--- config.mk ---
export PLATFORM = sky130hd
export DESIGN_NAME = pc_sequencer_flat
export DESIGN_NICKNAME = d
export VERILOG_FILES = /design/src/rtl/pc_sequencer_if.sv /design/src/rtl/pc_sequencer.sv /design/src/flat_wrapper.sv
export SDC_FILE = /design/constraint.sdc
export NUM_CORES = 1
export LEC_CHECK = 0
export CAP_MARGIN = 20
export CORE_UTILIZATION = 25
export DETAILED_ROUTE_END_ITERATION = 10
export PLACE_DENSITY = 0.47
export SLEW_MARGIN = 20
export SYNTH_ARGS = -nofsm -noshare
export SYNTH_HDL_FRONTEND = slang
export SYNTH_SLANG_ARGS = --single-unit
--- constraint.sdc ---
create_clock -name Clk -period 5.55 [get_ports Clk]
set_clock_uncertainty 0.1 [all_clocks]
set_input_delay 0.555 -clock Clk [delete_from_list [all_inputs] [get_ports Clk]]
set_output_delay 0.555 -clock Clk [all_outputs]
set_load 0.05 [all_outputs]
--- src/rtl/pc_sequencer_if.sv ---
// Next-PC control bundle between the PC sequencer and the PC register / hazard / branch logic.
// AlignFault exists only when PC_ALIGN_CHECK_EN is defined.
interface pc_sequencer_if;
    logic [31:0] PCResult;
    logic        StallReq;
    logic        BranchTaken;
    logic [31:0] BranchTarget;
    logic        Jump;
    logic [31:0] JumpTarget;
    logic [31:0] Address;
    logic        PCWrite;
    logic        IFIDWrite;
    logic        IFIDFlush;
    logic        Pending;
    logic [15:0] RedirectCount;
`ifdef PC_ALIGN_CHECK_EN
    logic        AlignFault;
`endif

    modport master (
        input  PCResult, StallReq, BranchTaken, BranchTarget, Jump, JumpTarget,
        output Address, PCWrite, IFIDWrite, IFIDFlush, Pending, RedirectCount
`ifdef PC_ALIGN_CHECK_EN
        , output AlignFault
`endif
    );

    modport slave (
        output PCResult, StallReq, BranchTaken, BranchTarget, Jump, JumpTarget,
        input  Address, PCWrite, IFIDWrite, IFIDFlush, Pending, RedirectCount
`ifdef PC_ALIGN_CHECK_EN
        , input AlignFault
`endif
    );
endinterface

--- src/rtl/pc_sequencer.sv ---
// Next-PC controller: boot hold, sequential fetch, jump/branch redirect, stall hold with one pending redirect.
// Optional PC_ALIGN_CHECK_EN: redirect targets are word-aligned and a sticky AlignFault flags misaligned ones.
module pc_sequencer #(
    parameter logic [31:0] RESET_VECTOR = 32'h0000_0000,
    parameter int          BOOT_CYCLES  = 2,
    parameter int          STEP         = 4
) (
    input  logic           Clk,
    input  logic           Reset,
    pc_sequencer_if.master bus
);
    typedef enum logic [1:0] {BOOT, RUN, STALL} state_t;

    state_t      state_q, state_d;
    logic [3:0]  boot_cnt_q, boot_cnt_d;
    logic        pend_q, pend_d;
    logic [31:0] pend_tgt_q, pend_tgt_d;
    logic [15:0] redir_cnt_q, redir_cnt_d;

    logic [31:0] address;
    logic        pc_write;
    logic        ifid_write;
    logic        ifid_flush;

    logic        redir_req;
    logic [31:0] redir_raw;
    logic [31:0] redir_tgt;

    // Jump has priority over a same-cycle taken branch.
    assign redir_req = bus.Jump | bus.BranchTaken;
    assign redir_raw = bus.Jump ? bus.JumpTarget : bus.BranchTarget;

`ifdef PC_ALIGN_CHECK_EN
    logic align_fault_q;
    logic redir_used;

    assign redir_tgt = {redir_raw[31:2], 2'b00};
    // A redirect is consumed in STALL (latched) or in RUN when nothing is already pending.
    assign redir_used = redir_req && ((state_q == STALL) || ((state_q == RUN) && !pend_q));

    always_ff @(posedge Clk or negedge Reset) begin
        if (!Reset) begin
            align_fault_q <= 1'b0;
        end else if (redir_used && (redir_raw[1:0] != 2'b00)) begin
            align_fault_q <= 1'b1;
        end
    end

    assign bus.AlignFault = align_fault_q;
`else
    assign redir_tgt = redir_raw;
`endif

    always_comb begin
        state_d     = state_q;
        boot_cnt_d  = boot_cnt_q;
        pend_d      = pend_q;
        pend_tgt_d  = pend_tgt_q;
        redir_cnt_d = redir_cnt_q;
        address     = RESET_VECTOR;
        pc_write    = 1'b0;
        ifid_write  = 1'b0;
        ifid_flush  = 1'b0;

        case (state_q)
            BOOT: begin
                ifid_flush = 1'b1;
                if (boot_cnt_q == 4'(BOOT_CYCLES - 1)) begin
                    state_d = RUN;
                end else begin
                    boot_cnt_d = boot_cnt_q + 4'd1;
                end
            end

            RUN: begin
                if (bus.StallReq) begin
                    address = bus.PCResult;
                    state_d = STALL;
                    if (redir_req && !pend_q) begin
                        pend_d     = 1'b1;
                        pend_tgt_d = redir_tgt;
                    end
                end else if (pend_q) begin
                    address     = pend_tgt_q;
                    pc_write    = 1'b1;
                    ifid_flush  = 1'b1;
                    pend_d      = 1'b0;
                    redir_cnt_d = redir_cnt_q + 16'd1;
                end else if (redir_req) begin
                    address     = redir_tgt;
                    pc_write    = 1'b1;
                    ifid_flush  = 1'b1;
                    redir_cnt_d = redir_cnt_q + 16'd1;
                end else begin
                    address    = bus.PCResult + 32'(STEP);
                    pc_write   = 1'b1;
                    ifid_write = 1'b1;
                end
            end

            STALL: begin
                address = bus.PCResult;
                // Newest redirect seen during a stall replaces any older one.
                if (redir_req) begin
                    pend_d     = 1'b1;
                    pend_tgt_d = redir_tgt;
                end
                if (!bus.StallReq) begin
                    state_d = RUN;
                end
            end

            default: begin
                state_d = BOOT;
            end
        endcase
    end

    always_ff @(posedge Clk or negedge Reset) begin
        if (!Reset) begin
            state_q     <= BOOT;
            boot_cnt_q  <= 4'd0;
            pend_q      <= 1'b0;
            pend_tgt_q  <= 32'd0;
            redir_cnt_q <= 16'd0;
        end else begin
            state_q     <= state_d;
            boot_cnt_q  <= boot_cnt_d;
            pend_q      <= pend_d;
            pend_tgt_q  <= pend_tgt_d;
            redir_cnt_q <= redir_cnt_d;
        end
    end

    assign bus.Address       = address;
    assign bus.PCWrite       = pc_write;
    assign bus.IFIDWrite     = ifid_write;
    assign bus.IFIDFlush     = ifid_flush;
    assign bus.Pending       = pend_q;
    assign bus.RedirectCount = redir_cnt_q;
endmodule

--- src/flat_wrapper.sv ---
// flat-port wrapper written by rule: the top's interface ports become plain ports
module pc_sequencer_flat 
#(
    parameter logic [31:0] RESET_VECTOR = 32'h0000_0000,
    parameter int          BOOT_CYCLES  = 2,
    parameter int          STEP         = 4
)
  (Clk, Reset, bus_PCResult, bus_StallReq, bus_BranchTaken, bus_BranchTarget, bus_Jump, bus_JumpTarget, bus_Address, bus_PCWrite, bus_IFIDWrite, bus_IFIDFlush, bus_Pending, bus_RedirectCount);
  pc_sequencer_if bus_i ();
  input  logic Clk;
  input  logic Reset;
  input wire logic [$bits(bus_i.PCResult)-1:0] bus_PCResult;
  input wire logic [$bits(bus_i.StallReq)-1:0] bus_StallReq;
  input wire logic [$bits(bus_i.BranchTaken)-1:0] bus_BranchTaken;
  input wire logic [$bits(bus_i.BranchTarget)-1:0] bus_BranchTarget;
  input wire logic [$bits(bus_i.Jump)-1:0] bus_Jump;
  input wire logic [$bits(bus_i.JumpTarget)-1:0] bus_JumpTarget;
  output wire logic [$bits(bus_i.Address)-1:0] bus_Address;
  output wire logic [$bits(bus_i.PCWrite)-1:0] bus_PCWrite;
  output wire logic [$bits(bus_i.IFIDWrite)-1:0] bus_IFIDWrite;
  output wire logic [$bits(bus_i.IFIDFlush)-1:0] bus_IFIDFlush;
  output wire logic [$bits(bus_i.Pending)-1:0] bus_Pending;
  output wire logic [$bits(bus_i.RedirectCount)-1:0] bus_RedirectCount;
  assign bus_i.PCResult = bus_PCResult;
  assign bus_i.StallReq = bus_StallReq;
  assign bus_i.BranchTaken = bus_BranchTaken;
  assign bus_i.BranchTarget = bus_BranchTarget;
  assign bus_i.Jump = bus_Jump;
  assign bus_i.JumpTarget = bus_JumpTarget;
  assign bus_Address = bus_i.Address;
  assign bus_PCWrite = bus_i.PCWrite;
  assign bus_IFIDWrite = bus_i.IFIDWrite;
  assign bus_IFIDFlush = bus_i.IFIDFlush;
  assign bus_Pending = bus_i.Pending;
  assign bus_RedirectCount = bus_i.RedirectCount;
  pc_sequencer #(.RESET_VECTOR(RESET_VECTOR), .BOOT_CYCLES(BOOT_CYCLES), .STEP(STEP)) u_core (.Clk(Clk), .Reset(Reset), .bus(bus_i));
endmodule
# --- Word-level counts from Yosys, hierarchy flattened ---
# Cells that the tools add are included.
op_classes:
  bitwise: 3
  mux: 29
  n_reduce_logical: 10
  eq_ne: 9
  add_sub_neg: 3
ops:
  columns: ["operator", "n"]
  rows:
  - ["$mux 32", 7]
  - ["$pmux 32 s2", 2]
  - ["$add 32x3->32 const B", 1]
  - ["$mux 16", 2]
  - ["$add 16x1->16 const B", 1]
  - ["$mux 1", 12]
  - ["$reduce_and 3->1", 3]
  - ["$mux 2", 3]
  - ["$ne 2x1->1 const B", 3]
  - ["$pmux 2 s3", 1]
  - ["$add 4x1->4 const B", 1]
  - ["$eq 4x1->1 const B", 1]
  - ["$ne 2x2->1 const B", 2]
  - ["$pmux 1 s2", 2]
  - ["$reduce_and 4->1", 1]
  - ["$reduce_bool 2->1", 2]
  - ["$ne 3x2->1 const B", 1]
  - ["$eq 2x1->1 const B", 1]
  - ["$eq 2x2->1 const B", 1]
  - ["$logic_not 2->1", 1]
  - ["$not 1->1", 2]
  - ["$reduce_and 2->1", 1]
  - ["$logic_and 1x1->1", 1]
  - ["$logic_not 1->1", 1]
  - ["$or 1x1->1", 1]
word_totals:
  ff_bits: 55
  input_bits: 101

# --- Longest topological paths before layout ---
# Gate-level depths: netlist of run 1.
depth:
  depth_word: 5
  mapped_depth: 9

# --- Least setup slack after synthesis of run 1 ---
# OpenSTA, ideal clock, no wires.
synth_timing:
  path_kind: "reg-to-output"
  start: "register u_core.state_q[1]"
  end: "output port bus_Address[11]"
  setup_slack_ps: 1985
  n_path_buf: 1
  arrival_ps: 2910
  required_ps: 4895
  stages_incl_launch_ff: 8
  path_cell_list: "dfrtp_1 inv_1 ha_1 nand2_1 clkinv_1 clkbuf_1 a22oi_1 a211oi_1"
synth_between:
  elab_chain_cells: 2
  word_cells_on_any_way: 3
synth_lines:
  columns: ["item", "line_no", "text"]
  rows:
  - ["start, declared", "pc_sequencer.sv:14", "state_t state_q, state_d;"]
  - ["start signal, assigned", "pc_sequencer.sv:127", "state_q <= state_d;"]
  - ["$eq 2x2->1 / $eq 2x1->1 (equally long branches)", "pc_sequencer.sv:65", "case (state_q)"]
  - ["$pmux 32 s2 (*)", "pc_sequencer.sv:65", null]
  - ["end, declared", "flat_wrapper.sv:18", "output wire logic [$bits(bus_i.Address)-1:0] bus_Address;"]
# Every way passes the cells marked *; elsewhere a longest branch is shown, timed or not.

# --- Final worst setup path of run 1 ---
layout_timing:
  start: "input port bus_PCResult[2]"
  end: "output port bus_Address[25]"
layout_between:
  elab_chain_cells: 5
layout_lines:
  columns: ["item", "line_no", "text"]
  rows:
  - ["start, declared", "flat_wrapper.sv:12", "input wire logic [$bits(bus_i.PCResult)-1:0] bus_PCResult;"]
  - ["$add 32x3->32", "pc_sequencer.sv:95", "address = bus.PCResult + 32'(STEP);"]
  - ["$mux 32", "pc_sequencer.sv:89", "end else if (redir_req) begin"]
  - ["$mux 32", "pc_sequencer.sv:83", "end else if (pend_q) begin"]
  - ["$mux 32", "pc_sequencer.sv:76", "if (bus.StallReq) begin"]
  - ["$pmux 32 s2", "pc_sequencer.sv:65", null]
# No other way between the ends.

==> run metrics, run 1 <==
dominant cells by area after synthesis=sky130_fd_sc_hd__dfrtp_1, sky130_fd_sc_hd__mux2i_1, sky130_fd_sc_hd__o21ai_0; number of buffers inserted by hold repair at cts=0; warning count from the yosys run=0; Worst EP required=4890 ps; wire length on met1=7580 microns; clock tree from TritonCTS=yes; number of flip-flops and latches in the synthesized netlist=55; routed length on met2=7960 microns; Cell Pwr Density=around 490 mW/mm^2; share of the synthesized area in the top cell type=between 30% and 40%; worst setup slack after placement=approximately 1100 ps; Synth cell types=between 50 and 60; flip-flop cell with the highest count after synthesis=sky130_fd_sc_hd__dfrtp_1; count of cells resized by post-cts repair=0; Std-Cell Core Area=0.0168 sq mm; maximum number of pins on one net before global-route repair=56; Nets=784; count of maximum capacitance violations=0; total negative slack=0 ps; RD Place Congestion=between 0.8 and 0.9; area enclosed by the die boundary=roughly 0.018 sq mm; area after detailed placement=slightly above 0.006 sq mm; Leakage=between 2 and 2.5 nW; mapped cell area=0.00434 sq mm; vias after detailed routing=~4800; Num CTS Buffers=5; fraction of final layout cells sized beyond drive strength 1=about 6.2%; met3 routed WL=around 1200 microns; Setup CP Type=input port to primary output; initial cell density of the core=between 20% and 30%; post-synth top area cell=sky130_fd_sc_hd__dfrtp_1; Worst setup SP type=input port; Port Buffers=152; Post-synth EDFFs=0; crit path capture type=primary output; clock latency reported for the late side of the worst-skew pair=a little over 300 ps; register area share after synthesis=between 30% and 40%; peak fanout along the critical path=7; Root Buffer=sky130_fd_sc_hd__clkbuf_16; area delta synth->final=44.9%; First-pass DRT Iterations=5; number of standard-cell rows in the floorplan=47; Max Freq=228 MHz; Antenna Violating Nets Remaining=0; Finish-stage setup viols=0; number of fillers in the final layout=1716; residual DRC count=0; number of setup buffers added after CTS=0; number of sinks driven by the clock tree=55; worst hold path type=input port to asynchronous set/reset pin; final WL=17100 microns; vias in the first global route=roughly 4800; Ports=between 150 and 200; Syn Area/Cell=between 8 and 9 sq um; count of inserted antenna diode cells=0; max-slew violation total from the final report=0; slew of the pin with the lowest slew margin=slightly below 800 ps; arrival time reported for the critical path endpoint=around 3700 ps; First DRT Iteration DRCs=240; highest routed layer=met4; final instance area=~0.0063 sq mm; outcome=finished, final reports clean; Die Span X=roughly 130 microns; final worst path period need=~4400 ps; Avg WL per Cell=19.1 microns; setup slack after layout=1170 ps; RSZ-0062 raised after global routing=false; Max-Slew Margin vs Limit=between 40 and 50%; proportion of synthesized flip-flops having asynchronous set or reset=100%; CTS HTree Levels=2; GRT Resource Usage Total=about a fifth; Synth Net Count=about 650; maximum count of clock buffers along a single path=2; first-pass GRT wire length=between 20000 and 30000 microns; Syn Inst Count=between 500 and 600; clock slew seen by the registers of the worst setup and hold paths=roughly 80 ps; initial antenna violation count=0; y dimension of the die=134 microns; via density per instance=around 5.3; peak ir drop on the vdd network=between 300 and 400 uV; Remaining Overflow, GRT=0; Hold Violations, Final=0; share of the cycle needed by the critical path after routing=about four fifths; Post-DP HPWL=~13000 microns
Yosys cell counts, drive strengths merged, types with 4 or more instances:
cell type and n:
and3 8, nand3 22, buf 7, a221o 7, mux2 9, mux2i 32, o22ai 19, inv 15
nand2 70, o31ai 4, a21oi 24, xor2 12, a211oi 4, dfrtp 55, a32oi 10, nand4 10
clkbuf 26, ha 8, o21ai 61, nand2b 10, a221oi 4, nor2 31, xnor2 15, nor4 5
nor3 8, a31oi 5, o21a 7
final timing paths:
kind / from / cells past startpoint / endpoint / slack (ps)
setup / recovery: bus_PCResult[2] / 7 / bus_Address[25] / 1170
hold / removal: Reset / 2 / u_core.boot_cnt_q[0]$_DFFE_PN0P_ / 310
setup reg to reg: u_core.state_q[1]$_DFFE_PN0P_ / 9 / u_core.bus.RedirectCount[15]$_DFFE_PN0P_ / 3090
hold reg to reg: u_core.pend_tgt_q[22]$_DFFE_PN0P_ / 2 / u_core.pend_tgt_q[22]$_DFFE_PN0P_ / 380
max in group asynchronous: Reset / 2 / u_core.pend_tgt_q[24]$_DFFE_PN0P_ / 4530
min in group Clk: u_core.pend_tgt_q[22]$_DFFE_PN0P_ / 2 / u_core.pend_tgt_q[22]$_DFFE_PN0P_ / 380
state kept, by name, indices dropped and copies added (netlist names):
name and cells:
u_core.bus.RedirectCount 16, u_core.state_q 2, u_core.boot_cnt_q 4, u_core.bus.Pending 1
u_core.pend_tgt_q 32
worst max-delay path, cell delays in order:
cell                              delay [ps]
sky130_fd_sc_hd__clkdlybuf4s50_1         570
sky130_fd_sc_hd__nand4_1                 270
sky130_fd_sc_hd__nor4_2                  760
sky130_fd_sc_hd__nand4_1                 210
sky130_fd_sc_hd__o21a_1                  210
sky130_fd_sc_hd__o32ai_1                 280
sky130_fd_sc_hd__clkdlybuf4s50_1         860
layout make-up:
class | count | area, sq um | share of cell area [%]
Multi-Input combinational cell | 431 | 2780 | 44.3
Timing Repair Buffer | 165 | 1610 | 25.6
Sequential cell | 55 | 1380 | 21.9
Tap cell | 220 | 275 | 4.38
Clock buffer | 6 | 139 | 2.21
Inverter | 17 | 63.8 | 1.02
Clock inverter | 2 | 38.8 | 0.617
layout by cell type, fill, tap and decap left out, types with 4 or more instances in the layout:
master,netlist,layout
sky130_fd_sc_hd__xor2_1,12,12
sky130_fd_sc_hd__a21oi_1,24,24
sky130_fd_sc_hd__mux2_2,9,9
sky130_fd_sc_hd__nor4_1,4,4
sky130_fd_sc_hd__a31oi_1,5,5
sky130_fd_sc_hd__nand2_1,70,70
sky130_fd_sc_hd__inv_1,15,15
sky130_fd_sc_hd__nand2b_1,10,10
sky130_fd_sc_hd__buf_4,0,13
sky130_fd_sc_hd__o22ai_1,19,19
sky130_fd_sc_hd__nand3_1,21,21
sky130_fd_sc_hd__nand4_1,9,9
sky130_fd_sc_hd__o21a_1,7,7
sky130_fd_sc_hd__nor2_1,31,31
sky130_fd_sc_hd__dfrtp_1,55,55
sky130_fd_sc_hd__o21ai_0,60,60
sky130_fd_sc_hd__clkbuf_16,0,5
sky130_fd_sc_hd__mux2i_1,32,32
sky130_fd_sc_hd__nor3_1,7,7
sky130_fd_sc_hd__a211oi_1,4,4
sky130_fd_sc_hd__and3_1,8,8
sky130_fd_sc_hd__o31ai_1,4,4
sky130_fd_sc_hd__a221o_1,7,7
sky130_fd_sc_hd__xnor2_1,15,15
sky130_fd_sc_hd__a32oi_1,10,10
sky130_fd_sc_hd__ha_1,8,8
sky130_fd_sc_hd__a221oi_1,4,4
sky130_fd_sc_hd__clkdlybuf4s50_1,0,150
cell families (layout without fill, tap and decap cells):
family	after synthesis	after routing	share of synthesized area, %
flops	55	55	31.7
xor+xnor	27	27	5.45
simple gates	182	182	20.5
fa+ha+maj	8	8	2.31
mux	41	41	9.72
buf+inv	50	190	4.39
compound gates	173	173	25.9
metrics by stage:
stage                     instances  total power (W)  hold slack [ps]  util (%)
after floorplan                 536          0.00198              159         -
after global placement          888          0.00269              356      36.4
after global routing            896          0.00330              373      37.5
after detailed placement        888          0.00272              362      36.4
after CTS                       896          0.00313              337      37.5
final                           896          0.00310              307      37.5
report_power, final:
group          total, W  internal [W]  leakage (nW)  switching, W
combinational   0.00206      0.000692          1.72       0.00137
clock          0.000398      0.000228        0.0875      0.000170
sequential     0.000649      0.000556         0.689     0.0000924
total           0.00310       0.00148          2.50       0.00163
routing by layer:
metal | GRT usage [%] | vias to the layer above
li1 | - | 2252
met1 | 25.3 | 2320
met2 | 30.8 | 196
met3 | 4.38 | 24
met4 | 7.51 | 0
met5 | 0 | -
Note: power is estimated with default switching activity, not from simulation.
==> run 2, diff against run 1 <==
Clock period 5.55 ns to 4.27 ns, I/O delays scaled along.
==> run 2 against run 1 <==
Worst setup slack got worse by 700 ps. Count of clock-buffer cells in the layout did not move. Via count fell by 0.54%. Routed wire length rose by 2.3%. Global-route usage rose by 0.41 points. Highest routed layer unchanged. Sequential share of layout area barely moved. Register-to-register slack got worse by 1300 ps. Combinational power rose by 31%.
==> run metrics, run 2 (same netlist as run 1, synthesis figures left out) <==
outcome=finished, final reports clean; post-route core utilization=37.5% (about the same); Num CTS Buffers=5 (unchanged); number of standard-cell rows in the floorplan=47 (unchanged); Worst setup SP type=register; via density per instance=5.27 (-1.4%); Antenna Violating Nets Remaining=0 (unchanged); Root Buffer=sky130_fd_sc_hd__clkbuf_16; Nets=792 (+1.0%); placed cells=896 (+0.90%); met3 capacity usage during global routing=3.81% (-0.57 points); count of maximum capacitance violations=0 (unchanged); Max Freq=about 260 MHz; fraction of final layout cells sized beyond drive strength 1=9.65% (+3.4 points); Hold Violations, Final=0 (unchanged); top library cells by usage in the layout, fill and taps aside=sky130_fd_sc_hd__clkdlybuf4s50_1, sky130_fd_sc_hd__nand2_1, sky130_fd_sc_hd__o21ai_0; Reg power frac=21.2% (+0.3 points); GRT Resource Usage Total=19.7% (+0.41 points); peak ir drop on the vdd network=398 uV (+18%); non-filler cells in the finished layout=904 (+0.89%); First-pass DRT Iterations=5 (unchanged); Post-DP HPWL=13200 microns (+2.3%); worst hold path type=input port to asynchronous set/reset pin; Cell Pwr Density=630 mW/mm^2 (+28%); vias after detailed routing=4766 (-0.54%); initial cell density of the core=25.9% (unchanged); multi-input logic area=0.00278 sq mm (unchanged); register with the highest flop count=u_core.pend_tgt_q; Ports=153 (unchanged); First DRT Iteration DRCs=292 (+22%); clock slew seen by the registers of the worst setup and hold paths=70 ps (about the same); worst setup slack after placement=545 ps (-564 ps); RSZ-0062 raised after global routing=false; cell-internal power=0.00185 W (+26%); Global Route met1 Usage=25.7% (+0.46 points); Max-Slew Margin vs Limit=47.4% (-0.12 points); area delta synth->final=45.0% (about the same); area enclosed by the die boundary=0.0179 sq mm (unchanged); clock tree from TritonCTS=yes; number of sinks driven by the clock tree=55 (unchanged); number of buffers inserted by hold repair at cts=0 (unchanged); total negative slack=0 ps (unchanged); Avg WL per Cell=19.4 microns (+1.4%); residual DRC count=0 (unchanged); Clock power frac=11.0% (-1.8 points); Leakage=2.55 nW (+2.3%); initial antenna violation count=0 (unchanged); y dimension of the die=134 microns (unchanged); final WL=17500 microns (+2.3%); switching part of the total=53.3% (+0.82 points); crit-path max cell delay=820 ps (-40 ps); part of the total power dissipated in combinational logic=67.9% (+1.6 points); Std-Cell Core Area=0.0168 sq mm (unchanged); Port Buffers=152 (unchanged); count of inserted antenna diode cells=0 (unchanged); Remaining Overflow, GRT=0 (unchanged); switching power total=0.00211 W (+30%); cell breakdown of the critical path=inv_1 > ha_1 > nand2_1 > clkinv_1 > nand2_1 > a211o_1 > o21ai_0 > o2bb2ai_1 > clkdlybuf4s50_1; buffering stage count on the worst path with inverters included=3 (+1); clock latency reported for the late side of the worst-skew pair=310 ps (about the same); crit path capture type=primary output; first-pass GRT wire length=26900 microns (+2.0%); maximum count of clock buffers along a single path=2 (unchanged); Sequential cell area=0.00138 sq mm (unchanged); final worst path period need=about 3800 ps; arrival time reported for the critical path endpoint=3270 ps (-450 ps); Worst EP required=3740 ps (-1150 ps); Top cell by count, worst path=sky130_fd_sc_hd__nand2_1; vias in the first global route=4754 (-0.15%); setup slack after layout=469 ps (-702 ps); max FFs per register=32 (unchanged); slew of the pin with the lowest slew margin=789 ps (+1.77 ps); number of setup buffers added after CTS=0 (unchanged); number of fillers in the final layout=1743 (+1.6%); most common cell after layout, fill and taps aside=sky130_fd_sc_hd__clkdlybuf4s50_1; Setup CP Type=register to primary output; Slowest cell on crit path=sky130_fd_sc_hd__clkdlybuf4s50_1; max-slew violation total from the final report=0 (unchanged); layer with the highest usage=met2; peak fanout along the critical path=8 (+1); Top Family by Delay on Critical Path=buffers and inverters; maximum number of pins on one net before global-route repair=56 (unchanged); Finish-stage setup viols=0 (unchanged); count of cells resized by post-cts repair=0 (unchanged); Die Span X=134 microns (unchanged); share of the cycle needed by the critical path after routing=roughly 90%; met2 global-route usage=32.9% (+2.2 points); CTS HTree Levels=2 (unchanged); RD Place Congestion=0.827 (-2.3%)
-- run 2: cell types whose count changed in the layout (fill, tap and decap cells not counted), sizes merged --
cell and change:
buf +25, clkdlybuf4s50 -17, bufinv -1, clkinv +1, clkinvlp +1, inv -1
-- run 2: power by group through the flow --
| stage | Sequential (W) | Clock (W) | Combinational [W] |
|---|---|---|---|
| after global routing | 0.000863 | 0.000465 | 0.00290 |
| after CTS | 0.000839 | 0.000450 | 0.00271 |
| after detailed placement | 0.000847 | 0 | 0.00271 |
| final | 0.000839 | 0.000436 | 0.00269 |
| after floorplan | 0.000917 | 0 | 0.00165 |
| after global placement | 0.000841 | 0 | 0.00269 |
-- run 2: stage by stage --
| stage | power (W) | hold WS (ps) | instance area, sq um |
|---|---|---|---|
| floorplan | 0.00257 | 31.4 | 4340 |
| global placement | 0.00353 | 355 | 6150 |
| detailed placement | 0.00355 | 361 | 6150 |
| CTS | 0.00400 | 218 | 6290 |
| global route | 0.00423 | 260 | 6290 |
| finish | 0.00397 | 174 | 6290 |
-- run 2: per-layer routing --
metal,up-vias,part of all wire [%]
met5,-,0
met4,0,1.7
met3,21,6.8
met2,195,47
met1,2279,44
li1,2271,-
-- run 2: cell type report --
type | count | share of cell area, %
repair buffers | 173 | 26.3
multi-input cells | 431 | 44.2
inverters | 17 | 1.01
clock inverters | 2 | 0.199
flip-flops and latches | 55 | 21.9
well taps | 220 | 4.38
clock buffers | 6 | 2.05
-- run 2: worst register-to-register path, cell delays in order, from the launching register on --
cell and delay (ps):
sky130_fd_sc_hd__dfrtp_1 430, sky130_fd_sc_hd__inv_1 100, sky130_fd_sc_hd__ha_1 290, sky130_fd_sc_hd__nand2_1 130, sky130_fd_sc_hd__clkinv_1 190, sky130_fd_sc_hd__buf_4 310
sky130_fd_sc_hd__nand4_1 180, sky130_fd_sc_hd__nor2_1 350, sky130_fd_sc_hd__nand3_1 150, sky130_fd_sc_hd__xnor2_1 150
-- run 2: path summary, 6_finish.rpt --
| path | from | end | slack [ps] | cells past startpoint |
|---|---|---|---|---|
| max in group asynchronous | Reset | u_core.pend_tgt_q[28]$_DFFE_PN0P_ | 3360 | 2 |
| hold / removal | Reset | u_core.boot_cnt_q[2]$_DFFE_PN0P_ | 170 | 2 |
| setup reg to reg | u_core.state_q[1]$_DFFE_PN0P_ | u_core.bus.RedirectCount[15]$_DFFE_PN0P_ | 1790 | 9 |
| hold reg to reg | u_core.boot_cnt_q[3]$_DFFE_PN0P_ | u_core.boot_cnt_q[3]$_DFFE_PN0P_ | 370 | 1 |
| setup / recovery | u_core.state_q[1]$_DFFE_PN0P_ | bus_Address[14] | 470 | 9 |
| min in group Clk | u_core.boot_cnt_q[3]$_DFFE_PN0P_ | u_core.boot_cnt_q[3]$_DFFE_PN0P_ | 370 | 1 |
